==> src/rtl/fx_pkg.sv <==
// Shared types, default Q-format and saturation helpers for the fixed-point blocks.
// FX_MUL_SAT_EN (consumed by fx_round_sat) selects saturating overflow handling.
package fx_pkg;

  typedef enum logic {
    FX_RND_TRUNC   = 1'b0,
    FX_RND_HALF_UP = 1'b1
  } fx_rnd_e;

  localparam int FX_WIDTH = 32;
  localparam int FX_QINT  = 16;
  localparam int FX_QFRAC = FX_WIDTH - FX_QINT;

  // Callers truncate the 64-bit result to their own width.
  function automatic logic [63:0] fx_sat_max(input int width);
    return (64'd1 << (width - 1)) - 64'd1;
  endfunction

  function automatic logic [63:0] fx_sat_min(input int width);
    return ~fx_sat_max(width);
  endfunction

endpackage

==> src/rtl/fx_round_sat.sv <==
// Combinational round / shift / overflow detect for a double-width Q product.
// With FX_MUL_SAT_EN defined an overflowing result clamps, otherwise it wraps.
module fx_round_sat
  import fx_pkg::*;
#(
  parameter int WIDTH = FX_WIDTH,
  parameter int QFRAC = FX_QFRAC
) (
  input  logic [2*WIDTH-1:0] prod,
  input  fx_rnd_e            rnd,
  output logic [WIDTH-1:0]   res,
  output logic               ovf
);

  // One guard bit above the product so the rounding add cannot wrap.
  localparam int PW = 2 * WIDTH + 1;
  localparam logic [PW-1:0] HALF = PW'(1) << (QFRAC - 1);

  logic signed [PW-1:0] rounded;
  logic signed [PW-1:0] shifted;
  logic [WIDTH+1:0]     top;

  always_comb begin
    rounded = $signed({prod[2*WIDTH-1], prod});
    if (rnd == FX_RND_HALF_UP) begin
      rounded = rounded + $signed(HALF);
    end
    shifted = rounded >>> QFRAC;
    // Result fits only if every bit from the sign down to bit WIDTH-1 agrees.
    top = shifted[PW-1:WIDTH-1];
    ovf = !((&top) || !(|top));
`ifdef FX_MUL_SAT_EN
    if (ovf) begin
      res = shifted[PW-1] ? WIDTH'(fx_sat_min(WIDTH)) : WIDTH'(fx_sat_max(WIDTH));
    end else begin
      res = shifted[WIDTH-1:0];
    end
`else
    res = shifted[WIDTH-1:0];
`endif
  end

endmodule

==> src/rtl/fx_mul_pipe.sv <==
// Signed fixed-point multiplier with valid/ready backpressure and a stall-all pipeline.
// Build option FX_MUL_SAT_EN: saturate instead of wrap on overflow (ovf flagged either way).
module fx_mul_pipe
  import fx_pkg::*;
#(
  parameter int WIDTH   = FX_WIDTH,
  parameter int QINT    = FX_QINT,
  parameter int QFRAC   = WIDTH - QINT,
  parameter int LATENCY = 3,
  parameter int TAG_W   = 8
) (
  input  logic             clk,
  input  logic             rst,
  input  logic             in_valid,
  output logic             in_ready,
  input  logic [WIDTH-1:0] in_a,
  input  logic [WIDTH-1:0] in_b,
  input  logic             in_rnd,
  input  logic [TAG_W-1:0] in_tag,
  output logic             out_valid,
  input  logic             out_ready,
  output logic [WIDTH-1:0] out_p,
  output logic             out_ovf,
  output logic [TAG_W-1:0] out_tag
);

  localparam int PW   = 2 * WIDTH;
  localparam int NMID = (LATENCY > 2) ? LATENCY - 2 : 1;

  logic             adv;
  logic             in_v_reg;
  logic [WIDTH-1:0] a_reg;
  logic [WIDTH-1:0] b_reg;
  fx_rnd_e          rnd_reg;
  logic [TAG_W-1:0] tag_reg;
  logic [PW-1:0]    prod;

  logic             fin_v;
  logic [PW-1:0]    fin_p;
  fx_rnd_e          fin_rnd;
  logic [TAG_W-1:0] fin_tag;
  logic [WIDTH-1:0] rs_res;
  logic             rs_ovf;

  logic             out_valid_reg;
  logic [WIDTH-1:0] out_p_reg;
  logic             out_ovf_reg;
  logic [TAG_W-1:0] out_tag_reg;

  // The whole pipe moves together; bubbles are kept, never squeezed out.
  assign adv      = !out_valid_reg || out_ready;
  assign in_ready = adv;

  always_ff @(posedge clk) begin
    if (rst) begin
      in_v_reg <= 1'b0;
    end else if (adv) begin
      in_v_reg <= in_valid;
      a_reg    <= in_a;
      b_reg    <= in_b;
      rnd_reg  <= fx_rnd_e'(in_rnd);
      tag_reg  <= in_tag;
    end
  end

  assign prod = PW'($signed(a_reg)) * PW'($signed(b_reg));

  generate
    if (LATENCY > 2) begin : g_mid
      for (genvar gi = 0; gi < NMID; gi++) begin : g_stage
        logic             v_reg;
        logic [PW-1:0]    p_reg;
        fx_rnd_e          rnd_reg;
        logic [TAG_W-1:0] tag_reg;
        logic             src_v;
        logic [PW-1:0]    src_p;
        fx_rnd_e          src_rnd;
        logic [TAG_W-1:0] src_tag;

        if (gi == 0) begin : g_src
          assign src_v   = in_v_reg;
          assign src_p   = prod;
          assign src_rnd = fx_mul_pipe.rnd_reg;
          assign src_tag = fx_mul_pipe.tag_reg;
        end else begin : g_src
          assign src_v   = g_stage[gi-1].v_reg;
          assign src_p   = g_stage[gi-1].p_reg;
          assign src_rnd = g_stage[gi-1].rnd_reg;
          assign src_tag = g_stage[gi-1].tag_reg;
        end

        always_ff @(posedge clk) begin
          if (rst) begin
            v_reg <= 1'b0;
          end else if (adv) begin
            v_reg   <= src_v;
            p_reg   <= src_p;
            rnd_reg <= src_rnd;
            tag_reg <= src_tag;
          end
        end
      end

      assign fin_v   = g_stage[NMID-1].v_reg;
      assign fin_p   = g_stage[NMID-1].p_reg;
      assign fin_rnd = g_stage[NMID-1].rnd_reg;
      assign fin_tag = g_stage[NMID-1].tag_reg;
    end else begin : g_direct
      // Two-stage build: the multiply feeds the final stage combinationally.
      assign fin_v   = in_v_reg;
      assign fin_p   = prod;
      assign fin_rnd = rnd_reg;
      assign fin_tag = tag_reg;
    end
  endgenerate

  fx_round_sat #(
    .WIDTH(WIDTH),
    .QFRAC(QFRAC)
  ) u_round_sat (
    .prod(fin_p),
    .rnd (fin_rnd),
    .res (rs_res),
    .ovf (rs_ovf)
  );

  always_ff @(posedge clk) begin
    if (rst) begin
      out_valid_reg <= 1'b0;
      out_p_reg     <= '0;
      out_ovf_reg   <= 1'b0;
      out_tag_reg   <= '0;
    end else if (adv) begin
      out_valid_reg <= fin_v;
      out_p_reg     <= rs_res;
      out_ovf_reg   <= rs_ovf;
      out_tag_reg   <= fin_tag;
    end
  end

  assign out_valid = out_valid_reg;
  assign out_p     = out_p_reg;
  assign out_ovf   = out_ovf_reg;
  assign out_tag   = out_tag_reg;

endmodule

==> config.mk <==
export PLATFORM = sky130hd
export DESIGN_NAME = fx_mul_pipe
export DESIGN_NICKNAME = d
export VERILOG_FILES = /design/src/rtl/fx_pkg.sv /design/src/rtl/fx_round_sat.sv /design/src/rtl/fx_mul_pipe.sv
export SDC_FILE = /design/constraint.sdc
export NUM_CORES = 2
export LEC_CHECK = 0
export ABC_AREA = 1
export ABC_CLOCK_PERIOD_IN_PS = 7570
export BUFFER_PORTS_ARGS = -buffer_cell sky130_fd_sc_hd__buf_2
export CORE_ASPECT_RATIO = 0.7
export CORE_MARGIN = 2
export CORE_UTILIZATION = 60
export DETAILED_ROUTE_END_ITERATION = 7
export PLACE_DENSITY = 0.77
export SLEW_MARGIN = 0
export SYNTH_ARGS = -nofsm -noshare
export SYNTH_HDL_FRONTEND = slang
export SYNTH_SLANG_ARGS = --single-unit
==> constraint.sdc <==
create_clock -name clk -period 7.57 [get_ports clk]
set_input_delay 1.514 -clock clk [delete_from_list [all_inputs] [get_ports clk]]
set_output_delay 1.514 -clock clk [all_outputs]
set_load 0.05 [all_outputs]
=== Word-level counts from Yosys, hierarchy flattened ===
Index checks and enable logic that the tools add are counted.

* Input bits: 77
* Output and inout port bits: 43
* Register bits after elaboration: 190
* Logic and storage cells: 25

* Bitwise gates (word level): 1
* Reduce and logical (&&, ||, !) cells: 8
* $add $sub $neg: 1
* Multiply operators: 1
* Mux-type cells: 1

{| class="wikitable"
|+ Operator list
! operator !! count
|-
| adder 64 x 17 -> 65 bit, second input constant || 1
|-
| two-way mux 65 bit || 1
|-
| multiplier 32 x 32 -> 64 bit || 1
|-
| AND reduction 18 bit || 1
|-
| OR reduction 18 bit || 1
|-
| logical NOT 1 bit || 3
|-
| logical OR 1 bit || 2
|-
| AND reduction 2 bit || 1
|-
| inverter 1 bit || 1
|}

=== Logic depth before layout (Yosys ltp) ===
* Depth after elaboration: 6
* Depth in mapped cells: 32
* Mapped depth without buffers: 31

=== By module ===
From an unflattened synthesis, not the netlist that was laid out.

* Cells, all modules: 5738
* Area total of the unflattened synthesis: 46658.5 um^2

{| class="wikitable"
|+ By module, submodules not included
! module !! instances !! cells an instance !! sequential area each (um^2) !! area each (um^2)
|-
| fx_mul_pipe || 1 || 5365 || 5265.0 || 44895.6
|-
| fx_round_sat || 1 || 373 || 0.0 || 1762.9
|}

=== Worst setup path after synthesis ===
OpenSTA, ideal clock, no wires.

* Kind: reg-to-reg
* Start: register a_reg[31]
* End: register g_mid.g_stage[0].p_reg[53], in the netlist fin_p[53] (data pin)
* Library setup time: 253 ps
* Clock period less this slack: 7340 ps
* Stages on the path, launching flop included: 25
* Slack: 230 ps
* Arrival: 7087 ps
* Buffers on the path: 1
* Required time: 7317 ps
* Cells stage by stage: edfxtp_1 -> clkbuf_1 -> nand2_1 -> inv_1 -> fa_1 -> fa_1 -> fa_1 -> fa_1 -> inv_1 -> fa_1 -> inv_1 -> fa_1 -> inv_1 -> fa_1 -> inv_1 -> fa_1 -> ha_1 -> nand2_1 -> nor2_1 -> inv_1 -> nor4_1 -> inv_1 -> or2_2 -> nand4_1 -> nand2_1

* Cells in the longest elaborated chain, start to end: 1

{| class="wikitable"
|+ RTL lines
! element !! line !! source
|-
| from (decl) || fx_mul_pipe.sv:32 || <nowiki>logic [WIDTH-1:0] a_reg;</nowiki>
|-
| from (signal assigned) || fx_mul_pipe.sv:59 || <nowiki>a_reg <= in_a;</nowiki>
|-
| multiplier 32 x 32 -> 64 bit || fx_mul_pipe.sv:66 || <nowiki>assign prod = PW'($signed(a_reg)) * PW'($signed(b_reg));</nowiki>
|-
| via g_mid.g_stage[0].src_p[53] || fx_mul_pipe.sv:76 || <nowiki>logic [PW-1:0] src_p;</nowiki>
|-
| to (signal assigned) || fx_mul_pipe.sv:97 || <nowiki>p_reg <= src_p;</nowiki>
|-
| to (decl) || fx_mul_pipe.sv:72 || <nowiki>logic [PW-1:0] p_reg;</nowiki>
|}

The timed path passes the listed nets, and every way through them passes these cells.
A chain may end at the register's enable or synchronous reset.

=== Final worst setup path ===
* Start: register a_reg[31]
* End: register g_mid.g_stage[0].p_reg[63], in the netlist fin_p[63] (data pin)

The elaborated chain is that of the path after synthesis.

==> run summary <==
The final-report max-slew violation count was 0; the maximum root-to-sink buffer count was 2. The width of the chip came out at 330 um. The remaining antenna violation count after routing is 0, and the minimum setup slack among reg-to-reg paths is 0.12 ns. The floorplan has 83 rows. The fraction of layout cells with a size suffix above 1 was 7.95%. The number of nets at the end of the flow was 6,832. The cell type contributing the most total cell area after synthesis was sky130_fd_sc_hd__fa_1. The wire length of the first global-routing pass is 198,000 um.

The tools report the type of origin of the critical path as a flip-flop. The cell count of the worst hold path was 0; the number of DRC violations after detailed routing was 0. The startpoint of the worst hold path was g_mid.g_stage[0].src_tag[2]. Once layout is done, the placed cells without fillers occupy 48,800 um2. The count of synthesis-stage warnings from yosys was 0.

Cell type with the highest occurrence count on the critical path: sky130_fd_sc_hd__fa_1. Total nets after synthesis: 6,683. For this design, the slowest cell found on the critical path is sky130_fd_sc_hd__fa_2. The top cell type by area accounts for 48.4% of the synthesized area.

The initial antenna violation count was 1; the per-instance average area after synthesis was 8.36 um2. Cell count of the worst reg-to-reg path: 26. TritonCTS built the clock tree. The run gives 48 as the post-synthesis cell type count. The tools report the terminus of the critical flop-to-flop path as fin_p[63]. The final layout contains routed wiring with a total length of 122,000 um. For hold timing, the worst endpoint is fin_tag[2].

The count of buffers from port buffering was 119. The initial cell density of the core was 60.8%; the HPWL after detailed placement was 101,000 um. The maximum cell stage delay along the critical path is 0.64 ns.

The maximum number of pins on one net before global-route repair was 140; the y dimension of the die was 232 um. The clock latency at the later pin of the worst-skew pair was 0.54 ns; the final setup violation count was 0. The total buffers and inverters traversed by the critical path is 8.

Type of destination of the critical path: a flip-flop. The number of DRC markers after the initial detailed-route iteration was 3,301; the clock-pin slew of the registers on the worst-case setup and hold paths was 0.09 ns. The tree is rooted in a sky130_fd_sc_hd__clkbuf_16.

The transition time at the pin with the least slew margin is 0.885 ns. For the global route total overflow, the log shows 0. Among all flip-flop cells after synthesis, the most frequent one is sky130_fd_sc_hd__edfxtp_1. Relative to the synthesized area, the layout overhead comes to 9.26%. Global routing consumed, over all layers together, 33.9% of the routing resources.

The floorplan step defined a die boundary enclosing 76,700 um2. The number of flip-flops under the largest register name works out to 49. Buffers inserted to repair hold after CTS numbered 0.

The total of flip-flops plus latches after synthesis works out to 175. Using the TritonRoute via totals, the vias-per-cell ratio works out to 5.31. The async set-reset flop share out of synthesis came out at 0%. The number of global-route vias before repair came out at 36.6k. Subtracting the final worst setup slack from the clock period gives 7.45 ns.

The tree built by TritonCTS fans out to 175 sinks. Number of cells on the critical path: 26. For the total iterations of the first detailed-routing run, the log shows 6. The core region is 73,500 um2. STA puts the critical path data arrival time at 7.74 ns.

For this run, the top clock speed supported by timing is 134 MHz. Yosys mapped a number of flops with a built-in enable equal to 131. The count of filler cells inserted in the layout was 5,967. On the critical path the largest part of the delay comes from adder cells. The H-tree was split into 4 levels.

Setup repair after global routing could not meet its margin everywhere. The critical path is of the flip-flop to flip-flop type. The flow ran to the end, and the final reports show no timing, DRC or antenna violations. By area the synthesized netlist is led by sky130_fd_sc_hd__fa_1 48%, sky130_fd_sc_hd__inv_1 14%, sky130_fd_sc_hd__nand2_1 11%, sky130_fd_sc_hd__edfxtp_1 8.8%, sky130_fd_sc_hd__ha_1 5.1%. The final hold violation count was 0. The tools report the source of the worst register-to-register timing path as a_reg[31].

The per-cell routed wire length is 18.8 um, and the required time of the critical path is 7.86 ns. Dividing the final minimum period by the clock period gives 98.4%. Across the run, the number of max-cap violations was 0. The congestion estimate from routability-driven global placement came to 1.01. 120 I/O pins were placed.

Of the synthesized area, sequential elements account for 10.8%. Largest driver fanout on the critical path: 18. The number of buffers created by CTS came out at 17.

The number of cells produced by synthesis was 5,344; the total standard cell area after synthesis was 44,700 um2. The path class of the tightest hold or removal check is flip-flop to flip-flop. Once placement finished, the instance area stood at 47,700 um2.

For this block, the via count after detailed routing is 34.4k. Across the routed clock network, the largest skew measured is 0.0237 ns. The tools report the tightest slew margin relative to the limit as 41.0%.
-- kinds of logic (layout without fill, tap and decap cells) --
family	after synthesis	after routing	share of synthesized area, %
compound gates	264	264	3.38
xor+xnor	80	80	1.57
fa+ha+maj	1262	1262	53.5
buf+inv	1864	2026	15.7
flops	175	175	10.8
mux	1	1	0.0224
other cells	0	1	0
simple gates	1698	1698	15.1
-- metrics by stage --
step	hold WS [ns]	setup WS [ns]	setup TNS (ns)	instances	utilization, %
2_1_floorplan	0.400	0.230	0	5344	-
3_3_place_gp	0.400	-0.112	-0.186	6433	64.9
3_5_place_dp	0.405	-0.175	-0.405	6433	64.9
4_1_cts	0.423	0.0890	0	6471	65.9
5_1_grt	0.434	-0.0637	-0.254	6484	66.4
6_report	0.422	0.124	0	6484	66.4
-- how the worst max path moves through the flow --
| stage | slack [ns] | startpoint | endpoint |
|---|---|---|---|
| after floorplan | 0.23 | a_reg[31] | fin_p[53] |
| after global placement | -0.11 | a_reg[18] | fin_p[60] |
| after detailed placement | -0.18 | a_reg[18] | fin_p[60] |
| after CTS | 0.09 | b_reg[5] | fin_p[50] |
| after global routing | -0.06 | a_reg[31] | fin_p[63] |
| final | 0.12 | a_reg[31] | fin_p[63] |
-- placed cells by master, fill, tap and decap left out, drive strengths merged, types with 10 or more instances in the layout --
| cell | Yosys | layout |
|---|---|---|
| a21oi | 105 | 105 |
| buf | 0 | 332 |
| a21o | 16 | 16 |
| dfxtp | 44 | 44 |
| xor2 | 56 | 56 |
| nand2 | 1337 | 1337 |
| inv | 1660 | 1665 |
| edfxtp | 131 | 131 |
| xnor2 | 24 | 24 |
| nand4 | 30 | 30 |
| nand3 | 56 | 56 |
| clkbuf | 203 | 18 |
| nor3 | 22 | 22 |
| o21ai | 88 | 88 |
| a31oi | 12 | 12 |
| ha | 181 | 181 |
| nor2 | 229 | 229 |
| clkinv | 1 | 10 |
| fa | 1081 | 1081 |
-- repair_timing --
item / in CTS / in global routing
endpoints found under the setup margin: 5 / 31
buffers inserted: 6 / 11
pin swaps: 0 / 1
resized for setup: 3 / 61
cloned: 0 / 1
-- synth_stat cells (2+ instances only) --
master                         n
sky130_fd_sc_hd__nor2_2        2
sky130_fd_sc_hd__nor3_2        3
sky130_fd_sc_hd__fa_1       1081
sky130_fd_sc_hd__o21bai_1      5
sky130_fd_sc_hd__nand3_2       3
sky130_fd_sc_hd__a21o_1       16
sky130_fd_sc_hd__o211ai_1      5
sky130_fd_sc_hd__ha_1        181
sky130_fd_sc_hd__and2_1        4
sky130_fd_sc_hd__a211oi_1      2
sky130_fd_sc_hd__a21boi_0      8
sky130_fd_sc_hd__o21a_1        7
sky130_fd_sc_hd__or2_2         7
sky130_fd_sc_hd__xor2_1       56
sky130_fd_sc_hd__a21oi_1     105
sky130_fd_sc_hd__o21ai_1       3
sky130_fd_sc_hd__a221oi_1      2
sky130_fd_sc_hd__a31oi_1      12
sky130_fd_sc_hd__dfxtp_1      44
sky130_fd_sc_hd__nand4_1      29
sky130_fd_sc_hd__o2111ai_1     2
sky130_fd_sc_hd__nand2_2       3
sky130_fd_sc_hd__nor2_1      222
sky130_fd_sc_hd__nor2_4        4
sky130_fd_sc_hd__o21bai_2      2
sky130_fd_sc_hd__nand3_1      52
sky130_fd_sc_hd__o21ai_0      84
sky130_fd_sc_hd__clkbuf_1    203
sky130_fd_sc_hd__nand3b_1      2
sky130_fd_sc_hd__inv_1      1659
sky130_fd_sc_hd__nand2_1    1334
sky130_fd_sc_hd__nor4_1        9
sky130_fd_sc_hd__a22o_1        8
sky130_fd_sc_hd__edfxtp_1    131
sky130_fd_sc_hd__nor3_1       18
sky130_fd_sc_hd__xnor2_1      24
-- layer usage --
layer	part of all wire (%)	track usage (%)
met3	11	9.25
met2	44	51.6
met5	0	0
met4	3.0	10.9
met1	41	47.5
-- area by class of cell --
type	instances	area (um2)	area share, %
clock buffers	17	425	0.872
clock inverters	15	206	0.423
multi-input cells	3305	33100	67.8
repair buffers	333	2780	5.70
inverters	1661	6240	12.8
diodes	1	2.50	0.00513
flip-flops and latches	175	4810	9.86
well taps	977	1220	2.50
Power is left out: the tool's default activity adds up to more than one toggle a clock period on the data nets, which glitch-free logic cannot reach.
